`config.mk`:
```
export PLATFORM = sky130hd
export DESIGN_NAME = bellek_hakemi
export DESIGN_NICKNAME = d
export VERILOG_FILES = /design/src/rtl/bellek_hakemi.sv
export SDC_FILE = /design/constraint.sdc
export NUM_CORES = 1
export LEC_CHECK = 0
export CORE_MARGIN = 8
export CORE_UTILIZATION = 40
export CTS_CLUSTER_DIAMETER = 60
export DETAILED_ROUTE_END_ITERATION = 6
export PLACE_DENSITY_LB_ADDON = 0.05
export SYNTH_ARGS = -nofsm -noshare
export SYNTH_HDL_FRONTEND = slang
export SYNTH_SLANG_ARGS = --single-unit
```
`constraint.sdc`:
```
create_clock -name clk_i -period 3.2 [get_ports clk_i]
set_clock_uncertainty 0.05 [all_clocks]
set_input_delay 0.64 -clock clk_i [delete_from_list [all_inputs] [get_ports clk_i]]
set_output_delay 0.64 -clock clk_i [all_outputs]
set_load 0.05 [all_outputs]
```
`src/rtl/bellek_hakemi.sv`:
```
// bellek_hakemi: arbiter that lets the fetch port (l1b) and the data port
// (l1v) share one external memory bus. Only one bus transaction is
// outstanding at a time. Each core port sees a stall/value handshake.
module bellek_hakemi #(
  parameter int VERI_ONCELIKLI = 1,
  parameter int ZAMAN_ASIMI    = 255
) (
  input  logic        clk_i,
  input  logic        rst_i,
  input  logic        l1b_chip_select_n_i,
  input  logic [31:0] l1b_adres_i,
  output logic        l1b_bekle_o,
  output logic [31:0] l1b_deger_o,
  input  logic        l1v_chip_select_n_i,
  input  logic        l1v_yaz_i,
  input  logic [31:0] l1v_adres_i,
  input  logic [31:0] l1v_yaz_deger_i,
  input  logic [3:0]  l1v_yaz_maske_i,
  output logic        l1v_bekle_o,
  output logic [31:0] l1v_deger_o,
  output logic        bellek_gecerli_o,
  input  logic        bellek_hazir_i,
  output logic        bellek_yaz_o,
  output logic [31:0] bellek_adres_o,
  output logic [31:0] bellek_yaz_deger_o,
  output logic [3:0]  bellek_yaz_maske_o,
  input  logic        bellek_deger_gecerli_i,
  input  logic [31:0] bellek_deger_i,
  output logic        hata_o
);

  // The timeout limit lives in an 8-bit counter; a limit of zero turns it off.
  localparam logic [7:0] LP_ZAMAN        = 8'(ZAMAN_ASIMI);
  localparam logic       LP_VERI_ONCELIK = (VERI_ONCELIKLI != 0);

  typedef enum logic [1:0] {BOSTA, ISTEK, YANIT, TAMAM} durum_t;

  durum_t      r_durum;
  logic        r_sahip;
  logic        r_son_sahip;
  logic        r_gecerli;
  logic        r_yaz;
  logic        r_hata;
  logic [31:0] r_adres;
  logic [31:0] r_yaz_deger;
  logic [3:0]  r_maske;
  logic [31:0] r_l1b_deger;
  logic [31:0] r_l1v_deger;
  logic [7:0]  r_sayac;

  logic        w_l1b_ister;
  logic        w_l1v_ister;
  logic        w_kazanan;
  logic [7:0]  w_sayac_sonraki;
  logic        w_zaman_doldu;

  assign w_l1b_ister     = !l1b_chip_select_n_i;
  assign w_l1v_ister     = !l1v_chip_select_n_i;
  assign w_sayac_sonraki = r_sayac + 8'd1;
  assign w_zaman_doldu   = (LP_ZAMAN != 8'd0) && (w_sayac_sonraki == LP_ZAMAN);

  // Pick the winning port: a lone requester wins outright; on a tie the data
  // port wins under fixed priority, otherwise whichever port was not served last.
  always_comb begin
    w_kazanan = w_l1v_ister;
    if (w_l1b_ister && w_l1v_ister) begin
      w_kazanan = LP_VERI_ONCELIK ? 1'b1 : !r_son_sahip;
    end
  end

  // Transaction sequencer: grant in BOSTA, present on the bus in ISTEK, wait
  // for read data (or the timeout) in YANIT, release the owner for one cycle in TAMAM.
  always_ff @(posedge clk_i) begin
    if (rst_i) begin
      r_durum     <= BOSTA;
      r_sahip     <= 1'b0;
      r_son_sahip <= 1'b1;
      r_gecerli   <= 1'b0;
      r_yaz       <= 1'b0;
      r_hata      <= 1'b0;
      r_adres     <= 32'h0;
      r_yaz_deger <= 32'h0;
      r_maske     <= 4'b0000;
      r_l1b_deger <= 32'h0;
      r_l1v_deger <= 32'h0;
      r_sayac     <= 8'd0;
    end else begin
      r_hata <= 1'b0;
      case (r_durum)
        BOSTA: begin
          if (w_l1b_ister || w_l1v_ister) begin
            r_sahip     <= w_kazanan;
            r_son_sahip <= w_kazanan;
            r_gecerli   <= 1'b1;
            if (w_kazanan) begin
              r_yaz       <= l1v_yaz_i;
              r_adres     <= l1v_adres_i;
              r_yaz_deger <= l1v_yaz_deger_i;
              r_maske     <= l1v_yaz_i ? l1v_yaz_maske_i : 4'b0000;
            end else begin
              r_yaz       <= 1'b0;
              r_adres     <= l1b_adres_i;
              r_yaz_deger <= 32'h0;
              r_maske     <= 4'b0000;
            end
            r_durum <= ISTEK;
          end
        end
        ISTEK: begin
          if (bellek_hazir_i) begin
            r_gecerli <= 1'b0;
            if (r_yaz) begin
              r_durum <= TAMAM;
            end else begin
              r_sayac <= 8'd0;
              r_durum <= YANIT;
            end
          end
        end
        YANIT: begin
          if (bellek_deger_gecerli_i) begin
            if (r_sahip) r_l1v_deger <= bellek_deger_i;
            else         r_l1b_deger <= bellek_deger_i;
            r_durum <= TAMAM;
          end else if (w_zaman_doldu) begin
            if (r_sahip) r_l1v_deger <= 32'h0;
            else         r_l1b_deger <= 32'h0;
            r_hata  <= 1'b1;
            r_durum <= TAMAM;
          end else begin
            r_sayac <= w_sayac_sonraki;
          end
        end
        TAMAM: begin
          r_durum <= BOSTA;
        end
        default: begin
          r_durum <= BOSTA;
        end
      endcase
    end
  end

  assign l1b_bekle_o = w_l1b_ister && !((r_durum == TAMAM) && (r_sahip == 1'b0));
  assign l1v_bekle_o = w_l1v_ister && !((r_durum == TAMAM) && (r_sahip == 1'b1));

  assign l1b_deger_o        = r_l1b_deger;
  assign l1v_deger_o        = r_l1v_deger;
  assign bellek_gecerli_o   = r_gecerli;
  assign bellek_yaz_o       = r_yaz;
  assign bellek_adres_o     = r_adres;
  assign bellek_yaz_deger_o = r_yaz_deger;
  assign bellek_yaz_maske_o = r_maske;
  assign hata_o             = r_hata;

endmodule

```
Word level (Yosys, flattened, before mapping)
Cells that the tools add are included.
{"block": "classes", "n_addsub": 1, "n_mul": 0, "div": 0, "order_cmp": 0, "eq_ne": 10, "shifts": 0, "muxes": 29, "n_bitwise": 2, "reduce_logical": 21}
{"op": "2-to-1 mux 32 bit", "count": 10}
{"op": "2-to-1 mux 8 bit", "count": 4}
{"op": "one-hot mux 8 bit (2 select lines)", "count": 1}
{"op": "AND reduction 3 bit", "count": 4}
{"op": "inequality test 2 bit (second input constant)", "count": 5}
{"op": "adder 8 x 1 -> 8 bit (second input constant)", "count": 1}
{"op": "== test 8 bit (second input constant)", "count": 1}
{"op": "2-to-1 mux 2 bit", "count": 4}
{"op": "2-to-1 mux 4 bit", "count": 2}
{"op": "one-hot mux 2 bit (4 select lines)", "count": 1}
{"op": "2-to-1 mux 1 bit", "count": 6}
{"op": "nonzero test 2 bit", "count": 3}
{"op": "logical AND 1 bit", "count": 5}
{"op": "AND reduction 5 bit", "count": 1}
{"op": "== test 2 bit (second input constant)", "count": 2}
{"op": "logical NOT 1 bit", "count": 4}
{"op": "inequality test 3 bit (second input constant)", "count": 1}
{"op": "OR reduction 3 bit", "count": 1}
{"op": "== test 2 x 1 -> 1 bit (second input constant)", "count": 1}
{"op": "logical NOT 2 bit", "count": 1}
{"op": "NOT 1 bit", "count": 2}
{"op": "one-hot mux 1 bit (2 select lines)", "count": 1}
{"op": "AND reduction 2 bit", "count": 1}
{"op": "logical OR 1 bit", "count": 1}
{"block": "totals", "register_bits": 146, "latch_bits": 0, "ram_bits": 0, "romBits": 0, "input_bits": 139, "output_inout_bits": 137, "elab_cells": 74, "memories": 0}

Depth between registers and ports, before layout
{"block": "depth", "word_depth": 5, "mapped_depth": 10}

Worst setup path after synthesis
Ideal clock, no wire load.
{"block": "synth_path", "path_type": "input port to output port", "start": "input port l1v_chip_select_n_i", "end": "output port l1v_bekle_o", "t_arrival_ps": 1992, "setup_slack_ps": 518, "path_stages": 4, "path_cell_list": "clkbuf_1 clkbuf_1 clkbuf_1 a21oi_1"}
{"block": "synth_between", "elab_chain_len": 2}
{"item": "start, declared", "line_no": "14", "rtl": "input logic l1v_chip_select_n_i,"}
{"item": "logical NOT 1 bit", "line_no": "58", "rtl": "assign w_l1v_ister = !l1v_chip_select_n_i;"}
{"item": "logical AND 1 bit", "line_no": "145", "rtl": "assign l1v_bekle_o = w_l1v_ister && !((r_durum == TAMAM) && (r_sahip == 1'b1));"}
{"item": "end, declared", "line_no": "19", "rtl": "output logic l1v_bekle_o,"}
Every way passes these cells.

Worst setup path after layout
{"block": "layout_path", "start": "input port l1b_chip_select_n_i", "end": "output port l1b_bekle_o"}
{"block": "layout_between", "elab_chain_len": 2}
{"item": "start, declared", "line_no": "10", "rtl": "input logic l1b_chip_select_n_i,"}
{"item": "logical NOT 1 bit", "line_no": "57", "rtl": "assign w_l1b_ister = !l1b_chip_select_n_i;"}
{"item": "logical AND 1 bit", "line_no": "144", "rtl": "assign l1b_bekle_o = w_l1b_ister && !((r_durum == TAMAM) && (r_sahip == 1'b0));"}
{"item": "end, declared", "line_no": "12", "rtl": "output logic l1b_bekle_o,"}
Every way passes these cells.

==> run summary <==
synth warn: 0
CP Data Arrival Time: 2070 ps
starting density of the core: 40.6%
global-route wire length before repair: 29,500 µm
WL/cell: 19.0 µm
CTS hold repair buffers: 0
via/cell ratio: 5.33
Setup CP Type: in2out
Post-Syn Area: 5890 µm²
Synthesized Nets: 726
Max-Slew Margin vs Limit: 52.7%
Synth Register Bits: 146
Fin Setup TNS: 0 ps
register share of total power: 32.0%
fin nets: 974
Clock power frac: 27.7%
Clock Sinks: 146
die area: 18,900 µm²
Reg2Reg Depth: 8
clock latency at the later pin of the worst-skew pair: 410 ps
Least-Margin Pin Slew: 710 ps
vias in the first global route: 5,527
CP max stage delay: 830 ps
final antenna-violating net count: 0
Area contributors post-synth: dfxtp_1 (50%), a32o_1 (11%), mux2i_1 (5.6%)
post-synthesis sequential area ratio: 49.7%
Cell Pwr Density: 784 nW/µm²
initial antenna violation count: 1
Hold Crit Depth: 2
crit-path cells: clkdlybuf4s50_1, a21oi_1, clkdlybuf4s50_1
Critical R2R Capture: l1v_deger_o[7]
sw power: 0.00288 W
I/O pin count: 276
TritonRoute pass-1 iters: 5
layout cell share with drive strength beyond 1: 7.02%
Final Setup Violations: 0
hpwl dp: 14,500 µm
Routed WL: 19,500 µm
status: completed
Main synth FF type: dfxtp_1
maximum number of pins on one net before global-route repair: 61
Yosys cell types: 48
CTS clk-pin slew, worst paths: 60 ps
min-delay src: bellek_yaz_deger_o[28]
CTS max path bufs: 2
most frequent CP cell: clkdlybuf4s50_1
Worst path slowest cell: clkdlybuf4s50_1
CP Capture Type: output port
Final Power: 0.00727 W
die width: 137 µm
Startpoint Class: input port
setup bufs post-CTS: 0
crit-path max FO: 3
worst hold path class: reg2reg
Sequential Area: 2920 µm²
CP delay by family, top: buffers and inverters
Via Count: 5,464
Multi-input gate area: 2640 µm²
Worst Setup SP: l1b_chip_select_n_i
Synth-to-Final Area Change: 57.6%
CTS buffer count: 17
CP required: 2510 ps
Mapped Cells: 580
Post-route DRC: 0
Overall Global Routing Usage: 20.1%
post-cts gate resize count: 0
worst r2r src: r_sayac[0]
gpl congestion: 0.791
Static Leak: 3.40 nW
DR iter-0 viols: 312
post-synth top area share: 49.7%
I/O Buffers: 275
CTS root buf: clkbuf_16
Fin. Hold Viols: 0
Avg Cell Area, Syn: 10.1 µm²
Combinational Power Share: 40.3%
peak supply drop: 0.000492 V
most frequent cells in the layout: clkdlybuf4s50_1 (272), dfxtp_1 (146), a32o_1 (66), nand2_1 (50), nor2_1 (48)
H-tree levels: 4
worst path buffer plus inverter count: 2
sw frac: 39.6%
hold-critical path endpoint: bellek_yaz_deger_o[28]
global route overflow: 0
Achievable Freq: 362 MHz
Post-synth ARST share: 0%
Final Cycle Share: 86.3%
Pint: 0.00439 W
FP Rows: 44
Synth area leader: dfxtp_1
fillers: 1,180
final max-slew violation count: 0
TritonCTS clock tree: yes
Worst R2R Setup Slack: 500 ps
Die Y: 137 µm
unrepaired setup endpoints after global routing: false
Post-synth EDFFs: 0
max-cap violations: 0
most common cell after layout, fill and taps aside: clkdlybuf4s50_1
CORE AREA: 14,500 µm²
crit path time final: 2760 ps
==> registers in the layout, summed over array words and instances (netlist names), 2 cells and up <==
name	cells
bellek_adres_o	32
bellek_yaz_deger_o	32
l1b_deger_o	32
l1v_deger_o	32
r_sayac	8
bellek_yaz_maske_o	4
r_durum	2
==> routing by layer <==
| metal | global-route usage, % | vias up | wire length, µm |
|---|---|---|---|
| li1 | - | 2664 | - |
| met1 | 22.6 | 2565 | 7840 |
| met2 | 33.1 | 212 | 9360 |
| met3 | 8.39 | 23 | 1850 |
| met4 | 8.15 | 0 | 452 |
| met5 | 0 | - | 0 |
==> metrics by stage <==
stage / setup slack [ps] / utilization (%) / instance area [µm²] / hold WS (ps) / instances
final: 437 / 64.1 / 9280 / 396 / 1025
after global routing: 364 / 64.1 / 9280 / 418 / 1025
after CTS: 445 / 64.0 / 9270 / 400 / 1024
after detailed placement: 445 / 59.9 / 8670 / 395 / 993
after global placement: 457 / 59.9 / 8670 / 387 / 993
after floorplan: 518 / - / 5890 / 416 / 580
==> final cells by class <==
cell class,instances,area share (%)
Multi-Input combinational cell,369,28.5
Sequential cell,146,31.5
Antenna cell,1,0.0270
Clock inverter,12,1.70
Timing Repair Buffer,287,30.8
Tap cell,184,2.48
Inverter,7,0.283
Clock buffer,19,4.78
==> how the worst max path moves through the flow <==
stage / end / slack [ps] / depth (start not counted)
floorplan: l1v_bekle_o / 520 / 4
global placement: l1b_bekle_o / 460 / 3
detailed placement: l1b_bekle_o / 440 / 3
CTS: l1b_bekle_o / 440 / 3
global route: l1b_bekle_o / 360 / 3
finish: l1b_bekle_o / 440 / 3
==> cell families (layout without fill, tap and decap cells) <==
| kind of cell | count (synthesis) | after routing | share of synthesized area, % |
|---|---|---|---|
| and+or+nand+nor | 157 | 157 | 13.6 |
| buffers and inverters | 65 | 325 | 5.59 |
| adders and majority gates | 7 | 7 | 1.49 |
| other | 0 | 1 | 0 |
| AOI/OAI and AO/OA | 172 | 172 | 24.1 |
| DFF | 146 | 146 | 49.7 |
| muxes | 33 | 33 | 5.61 |
==> power by group through the flow <==
| stage | registers, W | logic [W] | clock network (W) |
|---|---|---|---|
| 2_1_floorplan | 0.00341 | 0.000826 | 0 |
| 3_3_place_gp | 0.00234 | 0.00292 | 0 |
| 5_1_grt | 0.00237 | 0.00310 | 0.00214 |
| 4_1_cts | 0.00233 | 0.00296 | 0.00205 |
| 6_report | 0.00233 | 0.00293 | 0.00201 |
| 3_5_place_dp | 0.00236 | 0.00295 | 0 |
==> synthesized netlist by cell type (2+ instances only) <==
| library cell | number |
|---|---|
| a211o_1 | 2 |
| a22o_1 | 3 |
| buf_6 | 10 |
| a21oi_1 | 41 |
| nor2b_1 | 2 |
| nand2b_1 | 3 |
| buf_1 | 9 |
| buf_4 | 2 |
| nor3_1 | 3 |
| dfxtp_1 | 146 |
| a22oi_1 | 4 |
| a32o_1 | 66 |
| a21boi_0 | 2 |
| mux2i_1 | 33 |
| nand3b_1 | 33 |
| o211ai_1 | 2 |
| nand2_1 | 50 |
| a21o_1 | 2 |
| ha_1 | 7 |
| inv_1 | 7 |
| buf_2 | 2 |
| nand3_1 | 4 |
| o31ai_4 | 2 |
| or3_1 | 3 |
| clkbuf_1 | 35 |
| nor2_1 | 50 |
| o21ai_0 | 4 |
| a211oi_1 | 33 |
==> tightest hold or removal path: stages, from the launching register on <==
cell     delay [ps]
dfxtp_1         300
nand2_1          50
a21oi_1          50
Note: power is estimated with default switching activity, not from simulation.
